`src/rtl/pq_check_ctrl_if.sv`:
```
// rtl/pq_check_ctrl_if.sv - handshake bundle between the PQ checker and the priority queue
// Purpose: groups the priority-queue insert/remove strobes and status lines.
// Ports (master = checker side):
//   pq_full  PQ -> checker  PQ cannot accept an insert this cycle
//   pq_empty PQ -> checker  PQ holds no keys
//   pq_kvo   PQ -> checker  head (minimum) key
//   pq_enq   checker -> PQ  insert strobe, pq_kvi accepted when high
//   pq_deq   checker -> PQ  remove-head strobe
//   pq_kvi   checker -> PQ  key being inserted
interface pq_check_ctrl_if #(
  parameter int KW = 8
);
  logic          pq_full;
  logic          pq_empty;
  logic [KW-1:0] pq_kvo;
  logic          pq_enq;
  logic          pq_deq;
  logic [KW-1:0] pq_kvi;

  modport master (
    input  pq_full, pq_empty, pq_kvo,
    output pq_enq, pq_deq, pq_kvi
  );

  modport slave (
    output pq_full, pq_empty, pq_kvo,
    input  pq_enq, pq_deq, pq_kvi
  );
endinterface

```
`src/rtl/pq_check_ctrl.sv`:
```
// rtl/pq_check_ctrl.sv - fill/drain sequencer and self-checker for a min-first priority queue
// Purpose: on start, inserts NUM_KEYS keys in descending order, then drains the
//   queue and checks that heads come out as 0,1,2,... Reports pass, a saturating
//   error count and the first failing key.
// Optional feature: define STOP_ON_ERROR_EN to end the drain at the first mismatch.
// Ports:
//   clk, rst   clock, synchronous active-high reset
//   start      1-cycle pulse, accepted only in IDLE/DONE
//   pq         pq_check_ctrl_if.master (enq/deq/kvi out, full/empty/kvo in)
//   busy       high while a run is in progress
//   done       high once the run has finished, until the next start
//   pass       valid with done: no errors seen
//   err_count  mismatches + underruns, saturating at 255
//   fail_key   head key seen at the first mismatch, 0 if none
module pq_check_ctrl #(
  parameter int KW       = 8,
  parameter int NUM_KEYS = 16,
  parameter int SETTLE   = 1
) (
  input  logic                   clk,
  input  logic                   rst,
  input  logic                   start,
  pq_check_ctrl_if.master        pq,
  output logic                   busy,
  output logic                   done,
  output logic                   pass,
  output logic [7:0]             err_count,
  output logic [KW-1:0]          fail_key
);

  // One extra bit so idx/count can represent NUM_KEYS == 2**KW.
  localparam int CW = KW + 1;
  localparam int SW = (SETTLE < 2) ? 1 : $clog2(SETTLE);

  typedef enum logic [2:0] {IDLE, FILL, FWAIT, CHK, DWAIT, DONE} state_t;

  state_t        state;
  logic [CW-1:0] idx;
  logic [CW-1:0] count;
  logic [SW-1:0] settle_cnt;
  logic          key_match;
  logic [7:0]    err_inc;

  assign key_match = (pq.pq_kvo == count[KW-1:0]);
  assign err_inc   = (err_count == 8'hFF) ? err_count : err_count + 8'd1;

  // Strobes follow the state; enq also yields to pq_full in the same cycle
  // so a stalled insert never leaks through.
  always_comb begin
    pq.pq_enq = (state == FILL) && !pq.pq_full;
    pq.pq_kvi = (state == FILL) ? (KW'(NUM_KEYS - 1) - idx[KW-1:0]) : '0;
`ifdef STOP_ON_ERROR_EN
    pq.pq_deq = (state == CHK) && !pq.pq_empty && key_match;
`else
    pq.pq_deq = (state == CHK) && !pq.pq_empty;
`endif
  end

  always_ff @(posedge clk) begin
    if (rst) begin
      state      <= IDLE;
      idx        <= '0;
      count      <= '0;
      settle_cnt <= '0;
      busy       <= 1'b0;
      done       <= 1'b0;
      pass       <= 1'b0;
      err_count  <= '0;
      fail_key   <= '0;
    end else begin
      case (state)
        IDLE, DONE: begin
          if (start) begin
            state      <= FILL;
            busy       <= 1'b1;
            done       <= 1'b0;
            pass       <= 1'b0;
            err_count  <= '0;
            fail_key   <= '0;
            idx        <= '0;
            count      <= '0;
            settle_cnt <= '0;
          end
        end

        FILL: begin
          if (!pq.pq_full) begin
            idx <= idx + 1'b1;
            if (idx == CW'(NUM_KEYS - 1)) begin
              state      <= FWAIT;
              count      <= '0;
              settle_cnt <= '0;
            end
          end
        end

        FWAIT, DWAIT: begin
          if (settle_cnt == SW'(SETTLE - 1)) begin
            settle_cnt <= '0;
            state      <= CHK;
          end else begin
            settle_cnt <= settle_cnt + 1'b1;
          end
        end

        CHK: begin
          if (pq.pq_empty) begin
            // Underrun: queue ran dry before all keys were removed.
            err_count <= err_inc;
            state     <= DONE;
            busy      <= 1'b0;
            done      <= 1'b1;
            pass      <= 1'b0;
          end else begin
            if (!key_match) begin
              err_count <= err_inc;
              if (err_count == 8'd0) fail_key <= pq.pq_kvo;
            end
`ifdef STOP_ON_ERROR_EN
            if (!key_match) begin
              state <= DONE;
              busy  <= 1'b0;
              done  <= 1'b1;
              pass  <= 1'b0;
            end else
`endif
            begin
              count <= count + 1'b1;
              if (count == CW'(NUM_KEYS - 1)) begin
                state <= DONE;
                busy  <= 1'b0;
                done  <= 1'b1;
                // err_count updates this same edge, so fold in this check.
                pass  <= (err_count == 8'd0) && key_match;
              end else begin
                state <= DWAIT;
              end
            end
          end
        end

        default: state <= IDLE;
      endcase
    end
  end

endmodule
```
`src/flat_wrapper.sv`:
```
// flat-port wrapper written by rule: the top's interface ports become plain ports
module pq_check_ctrl_flat 
#(
  parameter int KW       = 8,
  parameter int NUM_KEYS = 16,
  parameter int SETTLE   = 1
)
  (clk, rst, start, busy, done, pass, err_count, fail_key, pq_pq_full, pq_pq_empty, pq_pq_kvo, pq_pq_enq, pq_pq_deq, pq_pq_kvi);
  pq_check_ctrl_if #(.KW(KW)) pq_i ();
  input  logic clk;
  input  logic rst;
  input  logic start;
  output logic busy;
  output logic done;
  output logic pass;
  output logic [7:0] err_count;
  output logic [KW-1:0] fail_key;
  input wire logic [$bits(pq_i.pq_full)-1:0] pq_pq_full;
  input wire logic [$bits(pq_i.pq_empty)-1:0] pq_pq_empty;
  input wire logic [$bits(pq_i.pq_kvo)-1:0] pq_pq_kvo;
  output wire logic [$bits(pq_i.pq_enq)-1:0] pq_pq_enq;
  output wire logic [$bits(pq_i.pq_deq)-1:0] pq_pq_deq;
  output wire logic [$bits(pq_i.pq_kvi)-1:0] pq_pq_kvi;
  assign pq_i.pq_full = pq_pq_full;
  assign pq_i.pq_empty = pq_pq_empty;
  assign pq_i.pq_kvo = pq_pq_kvo;
  assign pq_pq_enq = pq_i.pq_enq;
  assign pq_pq_deq = pq_i.pq_deq;
  assign pq_pq_kvi = pq_i.pq_kvi;
  pq_check_ctrl #(.KW(KW), .NUM_KEYS(NUM_KEYS), .SETTLE(SETTLE)) u_core (.clk(clk), .rst(rst), .start(start), .pq(pq_i), .busy(busy), .done(done), .pass(pass), .err_count(err_count), .fail_key(fail_key));
endmodule
```
`config.mk`:
```
export PLATFORM = sky130hd
export DESIGN_NAME = pq_check_ctrl_flat
export DESIGN_NICKNAME = d
export VERILOG_FILES = /design/src/rtl/pq_check_ctrl_if.sv /design/src/rtl/pq_check_ctrl.sv /design/src/flat_wrapper.sv
export SDC_FILE = /design/constraint.sdc
export NUM_CORES = 1
export LEC_CHECK = 0
export ABC_CLOCK_PERIOD_IN_PS = 3800
export CAP_MARGIN = 20
export CORE_MARGIN = 5
export CORE_UTILIZATION = 45
export CTS_BUF_LIST = sky130_fd_sc_hd__clkbuf_8
export CTS_CLUSTER_DIAMETER = 150
export CTS_CLUSTER_SIZE = 28
export DETAILED_ROUTE_END_ITERATION = 8
export PLACE_DENSITY = 0.7
export SLEW_MARGIN = 20
export SYNTH_ARGS = -nofsm -noshare
export SYNTH_HDL_FRONTEND = slang
export SYNTH_SLANG_ARGS = --single-unit
```
`constraint.sdc`:
```
create_clock -name clk -period 3.8 [get_ports clk]
set_clock_uncertainty 0.1 [all_clocks]
set_input_delay 0.38 -clock clk [delete_from_list [all_inputs] [get_ports clk]]
set_output_delay 0.38 -clock clk [all_outputs]
set_load 0.005 [all_outputs]
```
==> reports/qor.yml, run 1 <==
wl_per_cell_um: 14.57
final_antenna_net_count: 0
synth_edf_count: 0
synth-xor-area-share_pct: 6.086
max_freq_mhz: 339.5
layout_common_cells: "41 x clkdlybuf4s50_1, 40 x dfxtp_1, 30 x nand3_1"
hold_class: "register to register"
leakage_nw: 1.015
cts_hold_buf: 0
fin_crit_sh_pct: 77.52
drt_wl_total_um: 5870
synth_compound_area_share_pct: 20.17
dp_cells: 395
grt_pass1_vias: 2064
synth_top_family_by_area: "simple AND/OR/NAND/NOR gates"
grt_first_pass_wirelength_um: 9867
synth-seq-cells: 40
p_sw_uw: 403.9
antenna_cells: 0
syn_area_um2: 2426
holdPathStages: 2
cts_buffer_depth: 2
cts.sinks: 40
yosys.area_share.simple_pct: 31.36
area_growth_pct: 20.22
timing_worst_setup_path_type: "register to output port"
required_ps: 3320
postSynthAreaPerCell_um2: 8.033
worstReg2RegStart: "u_core.state[1]$_SDFFE_PP0P_"
rsz0062_at_grt: "no"
final-hold-violation-count: 0
die_area_um2: 6960
comb_power_share_pct: 32.6
min_period_ps: 2946
ff2ff_path_depth: 5
std_cell_rows: 26
drcViolationCount: 0
power.density_nw_per_um2: 388.6
r2r_slack_ps: 1310
arrival_ps: 2470
synth_nets: 321
chipHeight_um: 83.43
pwr-share-clk_pct: 25.2
cp-start-kind: "register"
finalSetupViolCount: 0
cts-resized-gates: 0
synthMuxAreaShare_pct: 0.8252
path_max_fanout: 20
clkSlewWorstSetupHoldPaths_ps: 80
grt-ovfl-total: 0
power.internal_uw: 729.4
fin_setup_tns_ps: 0
p_seq_share_pct: 42.2
drive_gt1_share_pct: 7.207
drt_iter0_drc: 204
start_util_pct: 46.90
numCtsBuffers: 5
routed_via_density: 5.613
status: "complete, no violations"
end_kind: "output port"
hold_end: "u_core.idx[8]$_SDFFE_PP0P_"
cts_setup_buffers: 0
synthAdderAreaFrac_pct: 3.094
ys_dominant_reg_cell: "dfxtp_1"
syn_inst: 302
vias: 2262
seq_area_frac_synth_pct: 33.01
clk_latency_ps: 300
async_reset_ff_share_pct: 0
io_pins: 42
switching_share_pct: 35.64
fin_cells: 403
report.final.slew_viol_count: 0
grt_max_degree: 23
reg2reg_to: "u_core.err_count[2]$_SDFFE_PP0P_"
dp_hpwl_um: 4232
die_w_um: 83.43
slew-limit-headroom_pct: 51.64
ys_types: 64
cts_root_buf: "clkbuf_8"
place_congestion: 0.8887
worst_pin_slew_ps: 725.4
mostFrequentLayoutCell: "clkdlybuf4s50_1"
port-buffer-count: 41
min_from: "u_core.idx[8]$_SDFFE_PP0P_"
vdd_ir_drop_max_mv: 0.3683
dr.pass1.iters: 5
cts_tree: "built"
antenna_found_initial: 0
htreeDepth: 2
cap_violations: 0
finish.net_count: 351
yosysWarnings: 0
grtUsageTotal_pct: 16.74
core-area_um2: 5172
## state kept, by name, summed over array words and instances, names as in the netlist
register	cells
u_core.busy	1
u_core.count	9
u_core.done	1
u_core.err_count	8
u_core.fail_key	8
u_core.idx	9
u_core.pass	1
u_core.state	3
## per-stage QoR
step / hold slack, ps / setup slack (ps) / total power, mW / util (%) / area (um^2)
after floorplan: 340.6 / 2041 / 0.7566 / - / 2426
after global placement: 352.3 / 1213 / 0.8587 / 54.69 / 2829
after detailed placement: 370.2 / 1182 / 0.8588 / 54.69 / 2829
after CTS: 386.1 / 858.0 / 1.142 / 56.39 / 2917
after global routing: 421.4 / 650.1 / 1.203 / 56.39 / 2917
final: 380.6 / 854.3 / 1.133 / 56.39 / 2917
## power by group through the flow
stage / registers (mW) / logic (mW) / clock network [mW]
after global placement: 0.488 / 0.371 / 0
after CTS: 0.479 / 0.372 / 0.291
after global routing: 0.485 / 0.410 / 0.308
after floorplan: 0.460 / 0.297 / 0
after detailed placement: 0.489 / 0.370 / 0
final: 0.479 / 0.369 / 0.286
## worst max path at each step
| stage | depth (start not counted) | start | slack (ps) | endpoint |
|---|---|---|---|---|
| 6_report | 3 | u_core.state[1]$_SDFFE_PP0P_ | 850 | pq_pq_deq |
| 5_1_grt | 3 | u_core.state[1]$_SDFFE_PP0P_ | 650 | pq_pq_deq |
| 4_1_cts | 3 | u_core.state[1]$_SDFFE_PP0P_ | 860 | pq_pq_deq |
| 3_5_place_dp | 3 | u_core.state[1]$_SDFFE_PP0P_ | 1180 | pq_pq_deq |
| 3_3_place_gp | 3 | u_core.state[1]$_SDFFE_PP0P_ | 1210 | pq_pq_deq |
| 2_1_floorplan | 6 | u_core.state[0]$_SDFFE_PP0P_ | 2040 | u_core.err_count[7]$_SDFFE_PP0P_ |
## per-layer routing
layer / vias to the layer above / GRT usage (%) / share of wire, %
met5: - / 0 / 0
met4: 0 / 6.140 / 1.2
met3: 9 / 2.673 / 4.7
met2: 65 / 25.51 / 45
met1: 1028 / 23.74 / 49
li1: 1160 / - / -
## layout make-up
cell class              count  area [um^2]
multi-input cells         235         1493
clock inverters             3        18.77
repair buffers             42        417.9
fillers                   468         2256
flip-flops and latches     40        800.8
clock buffers               5        68.82
inverters                   8        30.03
well taps                  70        87.58
## cell families (layout without fill, tap and decap cells)
kind of cell,count (synthesis),in the layout
adder cells (fa/ha/maj),6,6
AO/OA/AOI/OAI,71,71
buffers and inverters,27,58
AND/OR/NAND/NOR,140,140
flip-flops,40,40
XOR/XNOR,16,16
multiplexers,2,2
## Yosys cell counts, drive strengths merged, types with 5 or more instances
cell / count / share of area [%]
a21o: 9 / 2.8
a21oi: 17 / 3.7
buf: 15 / 3.6
dfxtp: 40 / 33
ha: 6 / 3.1
inv: 8 / 1.2
nand2: 20 / 3.1
nand2b: 6 / 1.5
nand3: 30 / 6.2
nand4: 6 / 1.8
nor2: 30 / 4.7
nor3: 14 / 3.1
nor4: 5 / 1.5
o21ai: 21 / 4.8
xnor2: 14 / 5.4
## critical path, stage by stage, from the launching register on
cell and delay (ps):
dfxtp_1 690, nand3b_1 550, nor2_2 380, clkdlybuf4s50_1 560
Power figures use the tool's default switching activity.
==> inputs of run 2 (changes only) <==
Settings changed: ABC_CLOCK_PERIOD_IN_PS 3800 to 2900.
Clock period 3.8 ns to 2.9 ns, I/O delays scaled along.
==> reports/qor.yml, run 2 (synthesis gave the netlist of run 1 again) <==
status: "complete, no violations"
holdWs_ps: 374.4  # -6.250 ps
die_w_um: 83.43  # unchanged
reg2reg_to: "u_core.err_count[2]$_SDFFE_PP0P_"
cts_hold_buf: 0  # unchanged
dr.pass1.iters: 4  # -1
htreeDepth: 2  # unchanged
leakage_nw: 1.027  # +1.2%
min_from: "u_core.idx[8]$_SDFFE_PP0P_"
path_max_fanout: 14  # -30%
antenna_cells: 0  # unchanged
ff2ff_path_depth: 6  # +1
start_util_pct: 46.90  # unchanged
routed_via_density: 5.677  # +1.1%
clkSlewWorstSetupHoldPaths_ps: 70  # about the same
mostFrequentLayoutCell: "clkdlybuf4s50_1"
layout_common_cells: "41 x clkdlybuf4s50_1, 40 x dfxtp_1, 30 x nand3_1"
dp_hpwl_um: 4301  # +1.6%
grt_max_degree: 22  # -4.3%
std_cell_rows: 26  # unchanged
holdPathStages: 2  # unchanged
hold_class: "register to register"
cap_violations: 0  # unchanged
antenna_found_initial: 0  # unchanged
final_util_pct: 56.63  # +0.24 points
chipHeight_um: 83.43  # unchanged
min_period_ps: 2379
clk_latency_ps: 290  # about the same
drcViolationCount: 0  # unchanged
grtUsageTotal_pct: 17.28  # +0.54 points
place_congestion: 0.8997  # +1.2%
fin_setup_tns_ps: 0  # unchanged
fin_crit_sh_pct: 82.04
fillers: 480  # +2.6%
cts-resized-gates: 0  # unchanged
finalSetupViolCount: 0  # unchanged
numCtsBuffers: 5  # unchanged
core-area_um2: 5172  # unchanged
cts.sinks: 40  # unchanged
grt-ovfl-total: 0  # unchanged
required_ps: 2510  # -810 ps
multi_input_area_um2: 1493  # unchanged
cts_buffer_depth: 2  # unchanged
die_area_um2: 6960  # unchanged
final-hold-violation-count: 0  # unchanged
timing_worst_setup_path_type: "register to output port"
area_growth_pct: 20.73
hold_end: "u_core.idx[8]$_SDFFE_PP0P_"
cts_tree: "built"
drt_iter0_drc: 198  # -2.9%
drive_gt1_share_pct: 7.463  # +0.26 points
rsz0062_at_grt: "no"
cts_setup_buffers: 0  # unchanged
grt_first_pass_wirelength_um: 10130  # +2.7%
end_kind: "output port"
max_freq_mhz: 420.3
final_antenna_net_count: 0  # unchanged
drt_wl_total_um: 5920  # +0.85%
finish.net_count: 354  # +0.85%
cp-start-kind: "register"
final-seq-area_um2: 800.8  # unchanged
reg.largest.list: "u_core.count: 9 flops, u_core.idx: 9 flops"
power.density_nw_per_um2: 501.3  # +29%
arrival_ps: 1990  # -480 ps
port-buffer-count: 41  # unchanged
vias: 2299  # +1.6%
cts_root_buf: "clkbuf_8"
r2r_slack_ps: 570  # -740 ps
vdd_ir_drop_max_mv: 0.3476  # -5.6%
grt_pass1_vias: 2121  # +2.8%
io_pins: 42  # unchanged
worstReg2RegStart: "u_core.state[2]$_SDFFE_PP0P_"
worst_pin_slew_ps: 684.0  # -41.40 ps
slew-limit-headroom_pct: 54.35  # +2.7 points
wl_per_cell_um: 14.62  # +0.35%
report.final.slew_viol_count: 0  # unchanged
## run 2: changes by cell type in the layout (fill, tap and decap cells not counted), sizes merged
cell / before / now
inv: 8 / 9
buf: 1 / 4
clkinv: 3 / 1
## run 2: stage by stage
step | std cells | area [um^2] | total power [mW] | setup WS, ps
after detailed placement | 398 | 2851 | 1.134 | 457.8
after floorplan | 302 | 2426 | 0.9915 | 1141
after CTS | 405 | 2929 | 1.484 | 510.1
final | 405 | 2929 | 1.468 | 520.8
after global routing | 405 | 2929 | 1.574 | 359.7
after global placement | 398 | 2851 | 1.131 | 496.7
## run 2: layout make-up
class,instances,area share [%]
multi-input cells,235,50.96
flip-flops and latches,40,27.34
repair buffers,45,15.04
well taps,70,2.990
clock buffers,5,2.349
inverters,8,1.025
clock inverters,2,0.2990
## run 2: worst max-delay path by stage
stage                            startpoint                          endpoint  slack [ps]  depth (start not counted)
5_1_grt        u_core.state[2]$_SDFFE_PP0P_  u_core.err_count[2]$_SDFFE_PP0P_         360                          6
3_5_place_dp                          start  u_core.err_count[2]$_SDFFE_PP0P_         460                          6
4_1_cts        u_core.state[0]$_SDFFE_PP0P_                      pq_pq_kvi[5]         510                          3
2_1_floorplan  u_core.state[0]$_SDFFE_PP0P_  u_core.err_count[7]$_SDFFE_PP0P_        1140                          6
3_3_place_gp                          start  u_core.err_count[2]$_SDFFE_PP0P_         500                          6
6_report       u_core.state[0]$_SDFFE_PP0P_                      pq_pq_kvi[5]         520                          3
## run 2: per-layer routing
layer	vias to the layer above	track usage (%)	routed length, um
met4	0	6.140	103
met5	-	0	0
met3	8	3.663	300
met2	58	26.09	2618
met1	1071	24.22	2899
li1	1162	-	-
## run 2: worst max-delay path, stage by stage (launching register included)
cell and delay, ps:
dfxtp_1 630, nor3b_2 400, and2_1 170, clkdlybuf4s50_1 500
## run 2: where the power goes
group | switching [mW] | internal [mW] | total, mW
logic | 0.284 | 0.224 | 0.507
clock network | 0.187 | 0.160 | 0.347
registers | 0.0425 | 0.571 | 0.614
total | 0.513 | 0.955 | 1.47
